===== config.mk =====
export PLATFORM = sky130hd
export DESIGN_NAME = clk_div_gen
export DESIGN_NICKNAME = d
export VERILOG_FILES = /design/src/rtl/clk_div_gen.sv
export SDC_FILE = /design/constraint.sdc
export NUM_CORES = 1
export LEC_CHECK = 0
export ABC_AREA = 1
export CORE_MARGIN = 1.5
export CORE_UTILIZATION = 40
export CTS_CLUSTER_DIAMETER = 50
export CTS_CLUSTER_SIZE = 24
export DETAILED_ROUTE_END_ITERATION = 6
export SLEW_MARGIN = 40
export SYNTH_ARGS = -nofsm -noshare
export SYNTH_HDL_FRONTEND = slang
export SYNTH_SLANG_ARGS = --single-unit

===== constraint.sdc =====
create_clock -name clk -period 2.75 [get_ports clk]
set_clock_uncertainty 0.05 [all_clocks]
set_input_delay 0.55 -clock clk [delete_from_list [all_inputs] [get_ports clk]]
set_output_delay 0.55 -clock clk [all_outputs]
set_load 0.01 [all_outputs]

===== src/rtl/clk_div_gen.sv =====
// clk_div_gen: programmable glitch-free clock divider producing a divided
// clock, a once-per-period tick strobe and the phase counter.
// Optional macro CLK_DIV_GEN_INV_OUT_EN adds a registered complement clk_out_n.
// Ports:
//   clk       system clock, rising edge
//   rst_n     synchronous active-low reset
//   en        run request (level)
//   div_in    new divide ratio
//   div_load  strobe capturing div_in
//   div_ack   pulse when a pending ratio becomes active
//   clk_out   divided clock (registered)
//   clk_out_n complement of clk_out (macro only)
//   tick      pulse at the start of every period
//   cnt       phase counter 0..D-1
module clk_div_gen #(
  parameter int WIDTH   = 8,
  parameter int DEF_DIV = 2
) (
  input  logic             clk,
  input  logic             rst_n,
  input  logic             en,
  input  logic [WIDTH-1:0] div_in,
  input  logic             div_load,
  output logic             div_ack,
  output logic             clk_out,
  output logic             tick,
`ifdef CLK_DIV_GEN_INV_OUT_EN
  output logic             clk_out_n,
`endif
  output logic [WIDTH-1:0] cnt
);

  typedef enum logic [1:0] {
    S_IDLE,
    S_RUN,
    S_DRAIN
  } state_e;

  localparam logic [WIDTH-1:0] L_DEF = WIDTH'(DEF_DIV);
  localparam logic [WIDTH-1:0] L_TWO = WIDTH'(2);
  localparam logic [WIDTH-1:0] L_ONE = WIDTH'(1);

  state_e           r_state;
  logic [WIDTH-1:0] r_div;
  logic [WIDTH-1:0] r_pend;
  logic             r_pv;
  logic [WIDTH-1:0] r_cnt;
  logic             r_clk;
  logic             r_tick;
  logic             r_ack;

  state_e           w_state_nxt;
  logic             w_wrap;
  logic             w_apply;
  logic [WIDTH-1:0] w_half;
  logic [WIDTH-1:0] w_cnt_seq;
  logic [WIDTH-1:0] w_cnt_nxt;
  logic             w_clk_nxt;
  logic             w_tick_nxt;
  logic [WIDTH-1:0] w_div_in_c;
  logic [WIDTH-1:0] w_div_nxt;
  logic [WIDTH-1:0] w_pend_nxt;
  logic             w_pv_nxt;
  logic             w_ack_nxt;

  assign w_wrap     = (r_cnt == r_div - L_ONE);
  // ceil(D/2) without needing an extra bit
  assign w_half     = (r_div >> 1) + {{(WIDTH-1){1'b0}}, r_div[0]};
  assign w_cnt_seq  = w_wrap ? '0 : r_cnt + L_ONE;
  assign w_div_in_c = (div_in < L_TWO) ? L_TWO : div_in;
  // ratio may only change where a period begins (or while stopped)
  assign w_apply    = (r_state == S_IDLE) || w_wrap;

  always_ff @(posedge clk) begin
    if (!rst_n) begin
      r_state <= S_IDLE;
      r_div   <= L_DEF;
      r_pend  <= '0;
      r_pv    <= 1'b0;
      r_cnt   <= '0;
      r_clk   <= 1'b0;
      r_tick  <= 1'b0;
      r_ack   <= 1'b0;
    end else begin
      r_state <= w_state_nxt;
      r_div   <= w_div_nxt;
      r_pend  <= w_pend_nxt;
      r_pv    <= w_pv_nxt;
      r_cnt   <= w_cnt_nxt;
      r_clk   <= w_clk_nxt;
      r_tick  <= w_tick_nxt;
      r_ack   <= w_ack_nxt;
    end
  end

  always_comb begin
    w_state_nxt = r_state;
    unique case (r_state)
      S_IDLE:  if (en) w_state_nxt = S_RUN;
      S_RUN:   if (!en) w_state_nxt = S_DRAIN;
      S_DRAIN: begin
        if (en)
          w_state_nxt = S_RUN;
        else if (w_wrap)
          w_state_nxt = S_IDLE;
      end
      default: w_state_nxt = S_IDLE;
    endcase
  end

  always_comb begin
    w_cnt_nxt  = w_cnt_seq;
    w_clk_nxt  = (w_cnt_seq < w_half);
    w_tick_nxt = (w_cnt_seq == '0);
    unique case (r_state)
      S_IDLE: begin
        w_cnt_nxt  = '0;
        w_clk_nxt  = en;
        w_tick_nxt = en;
      end
      S_RUN: ;
      S_DRAIN: begin
        if (w_wrap && !en) begin
          w_cnt_nxt  = '0;
          w_clk_nxt  = 1'b0;
          w_tick_nxt = 1'b0;
        end
      end
      default: begin
        w_cnt_nxt  = '0;
        w_clk_nxt  = 1'b0;
        w_tick_nxt = 1'b0;
      end
    endcase
  end

  // a load on the apply edge bypasses the pending register
  always_comb begin
    w_div_nxt  = r_div;
    w_pend_nxt = r_pend;
    w_pv_nxt   = r_pv;
    w_ack_nxt  = 1'b0;
    if (w_apply && div_load) begin
      w_div_nxt = w_div_in_c;
      w_pv_nxt  = 1'b0;
      w_ack_nxt = 1'b1;
    end else if (w_apply && r_pv) begin
      w_div_nxt = r_pend;
      w_pv_nxt  = 1'b0;
      w_ack_nxt = 1'b1;
    end else if (div_load) begin
      w_pend_nxt = w_div_in_c;
      w_pv_nxt   = 1'b1;
    end
  end

`ifdef CLK_DIV_GEN_INV_OUT_EN
  logic r_clk_n;

  always_ff @(posedge clk) begin
    if (!rst_n)
      r_clk_n <= 1'b1;
    else
      r_clk_n <= ~w_clk_nxt;
  end

  assign clk_out_n = r_clk_n;
`endif

  assign cnt     = r_cnt;
  assign clk_out = r_clk;
  assign tick    = r_tick;
  assign div_ack = r_ack;

endmodule


### Word-level counts from Yosys, hierarchy flattened

Cells that the tools add are included.

| word-level totals | value |
|---|---|
| logic and storage cells | 50 |
| register bits after elaboration | 30 |
| input bits | 12 |
| output and inout bits | 11 |

| operators by class | value |
|---|---|
| $add $sub $neg | 3 |
| eq/ne operators | 6 |
| $lt $le $gt $ge | 2 |
| reductions and logical operators | 11 |
| bitwise logic cells | 3 |
| multiplexer cells | 17 |

Operator list:

| cell | number |
|---|---|
| $mux 8 | 5 |
| $pmux 8 s2 | 1 |
| $add 7x1->8 | 1 |
| $add 8x1->8 const B | 1 |
| $eq 8x8->1 | 1 |
| $logic_not 8->1 | 1 |
| $lt 8x2->1 const B | 1 |
| $lt 8x8->1 | 1 |
| $mux 2 | 4 |
| $sub 8x1->8 const B | 1 |
| $pmux 1 s3 | 2 |
| $pmux 2 s3 | 1 |
| $reduce_and 3->1 | 2 |
| $mux 1 | 4 |
| $ne 2x2->1 const B | 2 |
| $logic_and 1x1->1 | 3 |
| $ne 3x3->1 const B | 1 |
| $not 1->1 | 3 |
| $reduce_or 3->1 | 1 |
| $eq 2x1->1 const B | 1 |
| $eq 2x2->1 const B | 1 |
| $logic_not 2->1 | 1 |
| $reduce_bool 2->1 | 1 |
| $logic_not 1->1 | 1 |
| $logic_or 1x1->1 | 1 |

### Longest topological paths before layout

Gate-level depths: netlist (run 1).

| logic depth | value |
|---|---|
| depth in word-level cells | 6 |
| gate-level depth with buffers | 19 |

### Worst setup path after synthesis (run 1)

OpenSTA, ideal clock, no wires.

| timing | value |
|---|---|
| kind | reg2reg |
| start point | register r_div[0] |
| end point | register r_clk (netlist: clk_out) |
| arrival time | 2269 ps |
| library setup time | 70 ps |
| cell stages (with the launch flop) | 16 |
| clock period less this slack | 2389 ps |
| slack | 361 ps |
| cells stage by stage | dfxtp_1 inv_1 ha_1 xnor2_1 nor2_1 nand3_1 nor2_1 nand3_4 nand3_1 inv_1 ha_1 a21oi_1 o21ai_0 nor2_1 nand2_1 a21oi_1 |

| between the ends | value |
|---|---|
| cells in the longest elaborated chain, start to end | 6 |

Ends and longest elaborated chain:

| item | RTL line | RTL |
|---|---|---|
| start, declared | 44 | `logic [WIDTH-1:0] r_div;` |
| start signal, assigned | 86 | `r_div <= w_div_nxt;` |
| $sub 8x1->8 | 66 | `assign w_wrap = (r_cnt == r_div - L_ONE);` |
| $eq 8x8->1 | 66 |  |
| $mux 8 | 69 | `assign w_cnt_seq = w_wrap ? '0 : r_cnt + L_ONE;` |
| $lt 8x8->1 | 113 | `w_clk_nxt = (w_cnt_seq < w_half);` |
| $mux 1 | 123 | `if (w_wrap && !en) begin` |
| $pmux 1 s3 (*) | 115 | `unique case (r_state)` |
| end signal, assigned | 90 | `r_clk <= w_clk_nxt;` |
| end, declared | 48 | `logic r_clk;` |

Mark *: on every way between the ends. The rest lies on a longest branch, timed or not.
A chain may end at the register's enable or synchronous reset.

### Worst setup path after layout (run 1)

| timing | value |
|---|---|
| start point | register r_div[1] |
| end point | register r_clk (netlist: clk_out) |

The elaborated chain is that of the path after synthesis.

==> results.md, run 1 <==
* GRT Total Usage at 18.2%
* Worst EP arrival at between 2 and 3 ns
* Top cells by area, synth: dfxtp_1 31%, nand2_1 10%, ha_1 9.7%
* Vias in the first global route at 1637
* Worst hold slack at 0.413 ns
* Share of cells above drive strength 1 at 8.14%
* Top cell type by total area after synthesis: dfxtp_1
* CTS tree: done
* DRT iter0 DRCs at 100
* Prevailing post-synth register cell: dfxtp_1
* Setup TNS at 0 ns
* Most used standard cell by instance count after synthesis: nand2_1
* Vias at 1797
* Largest net degree at the start of global routing at 16
* Crit-path max FO at 9
* IO Pins at 23
* Area Overhead vs Synth at 19.6%
* IO Port Bufs at 22
* Period utilization at 88.8%
* Overall die area at roughly 5300 um2
* Global-route wire length before repair at 7.40 mm
* Hold_buf cts at 0
* Avg Synthesized Cell Area at 6.91 um2
* Post-synthesis sequential area ratio at 31.0%
* Worst reg2reg setup slack at 0.31 ns
* Status: completed
* Worst Tran Pin Value at 0.681 ns
* H-Tree Depth at 2
* Max Clk Rate at between 0.4 and 0.5 GHz
* Finished Layout Cells at approximately 360
* WHS Path Cells at 2
* RSZ-0062 raised after global routing: false
* Worst vdd ir at 382 uV
* Critical path capture point type: register
* Slew HR at 54.4%
* Grt ovf at 0
* Initial Util at between 40% and 50%
* Max-cap viol count at 0
* Diode count at 0
* Core region area at 4690 um2
* Fin util at between 40% and 50%
* CP Class: register to register
* Cells on worst reg2reg path at 15
* Fin. Hold Viols at 0
* Async SR Flop Fraction at 0%
* Clock transition at the registers of the reported paths at ~0.07 ns
* Die X at 72.5 um
* EDFF count, synth at 0
* Clk_lat worst skew at between 0.2 and 0.3 ns
* Gate power share at 27.5%
* Die Y at 72.5 um
* Total CTS buffers at 5
* Initial DRT Pass Iterations at 4
* Placed cells at around 350
* Clock Sink Count at 30
* Synth warnings at 0
* Post-route antenna net violation count at 0
* Mapped Area at 1930 um2
* Synth cell types at 33
* Total Routed Length at 4.36 mm
* Pwr Density at around 570 nW/um2
* Tightest Hold Check Type: register to register
* CP startpoint kind: register
* GPL Wtd Cong at 0.868
* CTS max path bufs at 2
* Synth top area share at roughly 31%
* Drt wl/cell at 12.1 um
* DP Wirelength at 3.36 mm
* Leakage at 1.04 nW
* Clock Tree Root: clkbuf_8
* Antenna violations before repair at 0
* Slew Limit Fails at 0
* Syn Nets at 307
* #FFs+latches synth at 30
* Clock network fraction of design power at 33.1%
* Sw frac at 32.2%
* Critical Path RT at 2.92 ns
* Final setup viols at 0
* Internal power at 0.000887 W
* Nets@finish at 333
* Mapped Cells at 280
* Sequential power share at between 30% and 40%
* Switch Pwr at 0.000422 W
* List of most frequent post-synthesis cells: 53 x nand2_1, 35 x inv_1, 33 x nor2_1
* Vias/cell at 4.98
* Row count at 25
* Clock period minus worst slack at ~2.4 ns
* # DRC at 0
-- cells by family (layout without fill, tap and decap cells) --
family / after synthesis / after routing / share of synthesized area (%)
flip-flops: 30 / 30 / 31.0
XOR/XNOR: 13 / 13 / 5.89
adder cells (fa/ha/maj): 15 / 15 / 9.70
AO/OA/AOI/OAI: 52 / 52 / 14.4
AND/OR/NAND/NOR: 126 / 126 / 29.0
buffers and inverters: 44 / 71 / 9.96
-- power groups by stage --
stage               Sequential (W)  Combinational, W  Clock (W)
floorplan                 0.000511          0.000282          0
global placement          0.000524          0.000356          0
detailed placement        0.000525          0.000358          0
CTS                       0.000515          0.000359   0.000447
global route              0.000521          0.000414   0.000465
finish                    0.000515          0.000360   0.000433
-- layout by cell type (no fill, tap or decap), types with 2 or more instances in the layout --
| master | Yosys | routed |
|---|---|---|
| xor2_1 | 6 | 6 |
| a21oi_1 | 24 | 24 |
| nand2_1 | 53 | 52 |
| inv_1 | 35 | 35 |
| ha_1 | 15 | 15 |
| nor3_1 | 3 | 3 |
| xnor2_1 | 7 | 7 |
| o21ai_0 | 11 | 11 |
| o21ai_1 | 6 | 6 |
| clkdlybuf4s50_1 | 0 | 22 |
| buf_4 | 1 | 4 |
| nor2_1 | 33 | 32 |
| nand3_1 | 21 | 21 |
| nand2_2 | 2 | 3 |
| nor2_2 | 2 | 3 |
| or2_2 | 2 | 2 |
| dfxtp_1 | 30 | 30 |
| clkinv_2 | 1 | 3 |
| nand4_1 | 4 | 4 |
| o22ai_1 | 7 | 7 |
| clkbuf_8 | 0 | 5 |
-- sequential cells by signal, summed over array words and instances, names as in the netlist --
register / cells
tick: 1
r_div: 8
r_state: 2
r_pv: 1
r_pend: 8
div_ack: 1
cnt: 8
clk_out: 1
-- metrics by stage --
| stage | total power (W) | setup WS, ns | instance area, um2 |
|---|---|---|---|
| after floorplan | 0.000793 | 0.361 | 1930 |
| after CTS | 0.00132 | 0.233 | 2300 |
| after detailed placement | 0.000882 | 0.269 | 2190 |
| after global placement | 0.000880 | 0.341 | 2190 |
| final | 0.00131 | 0.308 | 2310 |
| after global routing | 0.00140 | 0.0219 | 2310 |
-- per-layer routing --
metal	up-vias	part of all wire, %	GRT usage (%)
met5	-	0	0
met3	8	4.1	3.89
met1	783	51	24.5
met2	40	43	28.6
met4	0	1.8	6.50
li1	966	-	-
-- cell type report --
type,instances,area [um2]
Tap cell,54,67.6
Clock buffer,5,68.8
Sequential cell,30,601
Timing Repair Buffer,26,250
Fill cell,466,2380
Multi-Input combinational cell,206,1150
Inverter,37,140
Clock inverter,3,40.0
-- final timing paths --
check / from / to
worst max-delay path: r_div[1] / clk_out
worst min register to register: r_pend[2] / r_pend[2]
worst min-delay path: r_pend[2] / r_pend[2]
worst max register to register: r_div[1] / clk_out
-- timing repair --
item | 4_1_cts | 5_1_grt
gates resized for setup | 0 | 2
setup endpoints to repair | 0 | 1
buffers inserted | 0 | 1
-- worst max-delay path: stages (launching register included) --
cell and delay [ns]:
dfxtp_1 0.38, inv_1 0.06, ha_1 0.31, xnor2_1 0.14
nor2_1 0.11, nand3_1 0.09, nor2_2 0.13, nand3_4 0.14
nand3_1 0.12, inv_1 0.06, ha_1 0.30, a21oi_1 0.13
o21ai_0 0.09, nor2_1 0.11, nand2_1 0.06, a21oi_1 0.11
Power figures use the tool's default switching activity.
==> run 2: changes to the inputs <==
- CELL_PAD_IN_SITES_DETAIL_PLACEMENT: not set -> 0
- CELL_PAD_IN_SITES_GLOBAL_PLACEMENT: not set -> 2
- CORE_UTILIZATION: 40 -> 31
- PLACE_DENSITY_LB_ADDON: not set -> 0.1
==> results.md, run 2 (synthesis results as in run 1) <==
* Status: completed
* WL met3 at 137 um
* Setup ws final at 0.287 ns
* Area Overhead vs Synth at 20.6%
* Sw frac at roughly a third
* Worst reg2reg path startpoint: r_div[0]
* Final setup viols at 0
* Vias at between 1500 and 2000
* Post-route antenna net violation count at 0
* Largest net degree at the start of global routing at 16
* Crit-path max FO at 8
* Leakage at 1.03 nW
* Cells on worst reg2reg path at 18
* Die X at 82.0 um
* Clk_lat worst skew at 0.28 ns
* Total Routed Length at 4.89 mm
* GRT Total Usage at 17.0%
* # DRC at 0
* Share of cells above drive strength 1 at under 10%
* Max Clk Rate at 0.406 GHz
* RSZ-0062 raised after global routing: false
* Vias/cell at 4.67
* CP startpoint kind: register
* Most frequent cells in the layout: 52 x nand2_1, 35 x inv_1, 32 x nor2_1
* IO Port Bufs at 22
* IO Pins at 23
* Critical path capture point type: register
* Worst slack at placement at 0.234 ns
* Slew HR at 49.9%
* Slew Limit Fails at 0
* Met2 WL at 2.15 mm
* Initial Util at 32.5%
* Clock period minus worst slack at 2.46 ns
* Clock Sink Count at 30
* Tightest Hold Check Type: register to register
* CP startpoint: r_div[0]
* Top Metal Used: met4
* Gate power share at just under 30%
* DRT iter0 DRCs at 50
* DP Wirelength at 3.77 mm
* H-Tree Depth at 2
* Worst reg2reg setup slack at 0.29 ns
* Drt wl/cell at around 13 um
* CTS tree: done
* Worst vdd ir at 224 uV
* Switch Pwr at around 0.00042 W
* Vias in the first global route at around 1800
* Fin. Hold Viols at 0
* Worst Tran Pin Value at 0.748 ns
* Clock transition at the registers of the reported paths at 0.07 ns
* Clock network fraction of design power at ~29%
* Total CTS buffers at 5
* Worst EP arrival at 2.63 ns
* Overall die area at 6720 um2
* GPL Wtd Cong at 0.774
* Period utilization at 89.6%
* Max-cap viol count at 0
* Global-route wire length before repair at 8.57 mm
* Pwr Density at about 530 nW/um2
* Diode count at 0
* Critical Path RT at 2.91 ns
* Worst setup path endpoint: clk_out
* CP Class: register to register
* Core region area at 5960 um2
* Row count at 28
* CTS max path bufs at 2
* Initial DRT Pass Iterations at 4
* Grt ovf at 0
* Internal power at approximately 0.00082 W
* Metal-1 WL at roughly 2.5 mm
* Sequential power share at 41.9%
* Clock Tree Root: clkbuf_8
* Antenna violations before repair at 0
* Commonest non-fill, non-tap cell in the layout: nand2_1
* Die Y at approximately 82 um
* Nets@finish at approximately 330
* Setup TNS at 0 ns
* Hold_buf cts at 0
* RR Endpoint: clk_out
## run 2: routing by layer
layer / vias to the layer above / GRT usage [%]
met5: - / 0
met4: 0 / 4.58
met3: 6 / 3.67
met2: 26 / 27.1
met1: 779 / 23.1
li1: 967 / -
## run 2: final cells by class
class / count / area (um2)
multi-input cells: 206 / 1150
well taps: 75 / 93.8
clock buffers: 6 / 82.6
flip-flops and latches: 30 / 603
fillers: 657 / 3620
inverters: 37 / 140
repair buffers: 27 / 258
## run 2: power by group through the flow
stage	Combinational [W]	Sequential [W]	Clock, W
2_1_floorplan	0.000282	0.000511	0
5_1_grt	0.000426	0.000524	0.000393
3_5_place_dp	0.000359	0.000526	0
3_3_place_gp	0.000366	0.000526	0
6_report	0.000365	0.000517	0.000353
4_1_cts	0.000361	0.000516	0.000364
## run 2: metrics by stage
| stage | instance area (um2) | utilization [%] | instances | total power [W] | hold WS [ns] |
|---|---|---|---|---|---|
| detailed placement | 2210 | 37.1 | 372 | 0.000884 | 0.402 |
| finish | 2330 | 39.2 | 381 | 0.00123 | 0.411 |
| CTS | 2290 | 38.5 | 378 | 0.00124 | 0.412 |
| floorplan | 1930 | - | 280 | 0.000793 | 0.392 |
| global placement | 2210 | 37.1 | 372 | 0.000891 | 0.402 |
| global route | 2330 | 39.2 | 381 | 0.00134 | 0.430 |
## run 2: timing repair
item,4_1_cts,5_1_grt
setup endpoints to repair,0,1
hold endpoints to repair,0,0
resized for setup,0,6
setup buffers,0,3
## run 2: critical path, stage by stage, from the launching register on
cell and delay (ns):
dfxtp_1 0.33, inv_1 0.08, ha_1 0.32, xnor2_1 0.13, nor2_1 0.10, nand3_1 0.08
nor2_2 0.17, nand3_4 0.13, buf_4 0.17, nand2_1 0.10, inv_1 0.06, ha_1 0.28
nand2_1 0.06, inv_1 0.03, nand2_1 0.05, nand2_1 0.05, nand2_1 0.05, nand2_1 0.04
a21oi_1 0.11
## run 2: worst min-delay path by stage
stage	start	cells past startpoint	endpoint	slack (ns)
detailed placement	r_pend[1]	2	r_pend[1]	0.40
finish	r_pend[1]	2	r_pend[1]	0.41
global route	r_pend[1]	2	r_pend[1]	0.43
CTS	r_pend[1]	2	r_pend[1]	0.41
global placement	r_pend[1]	2	r_pend[1]	0.40
floorplan	r_pend[2]	2	r_pend[2]	0.39
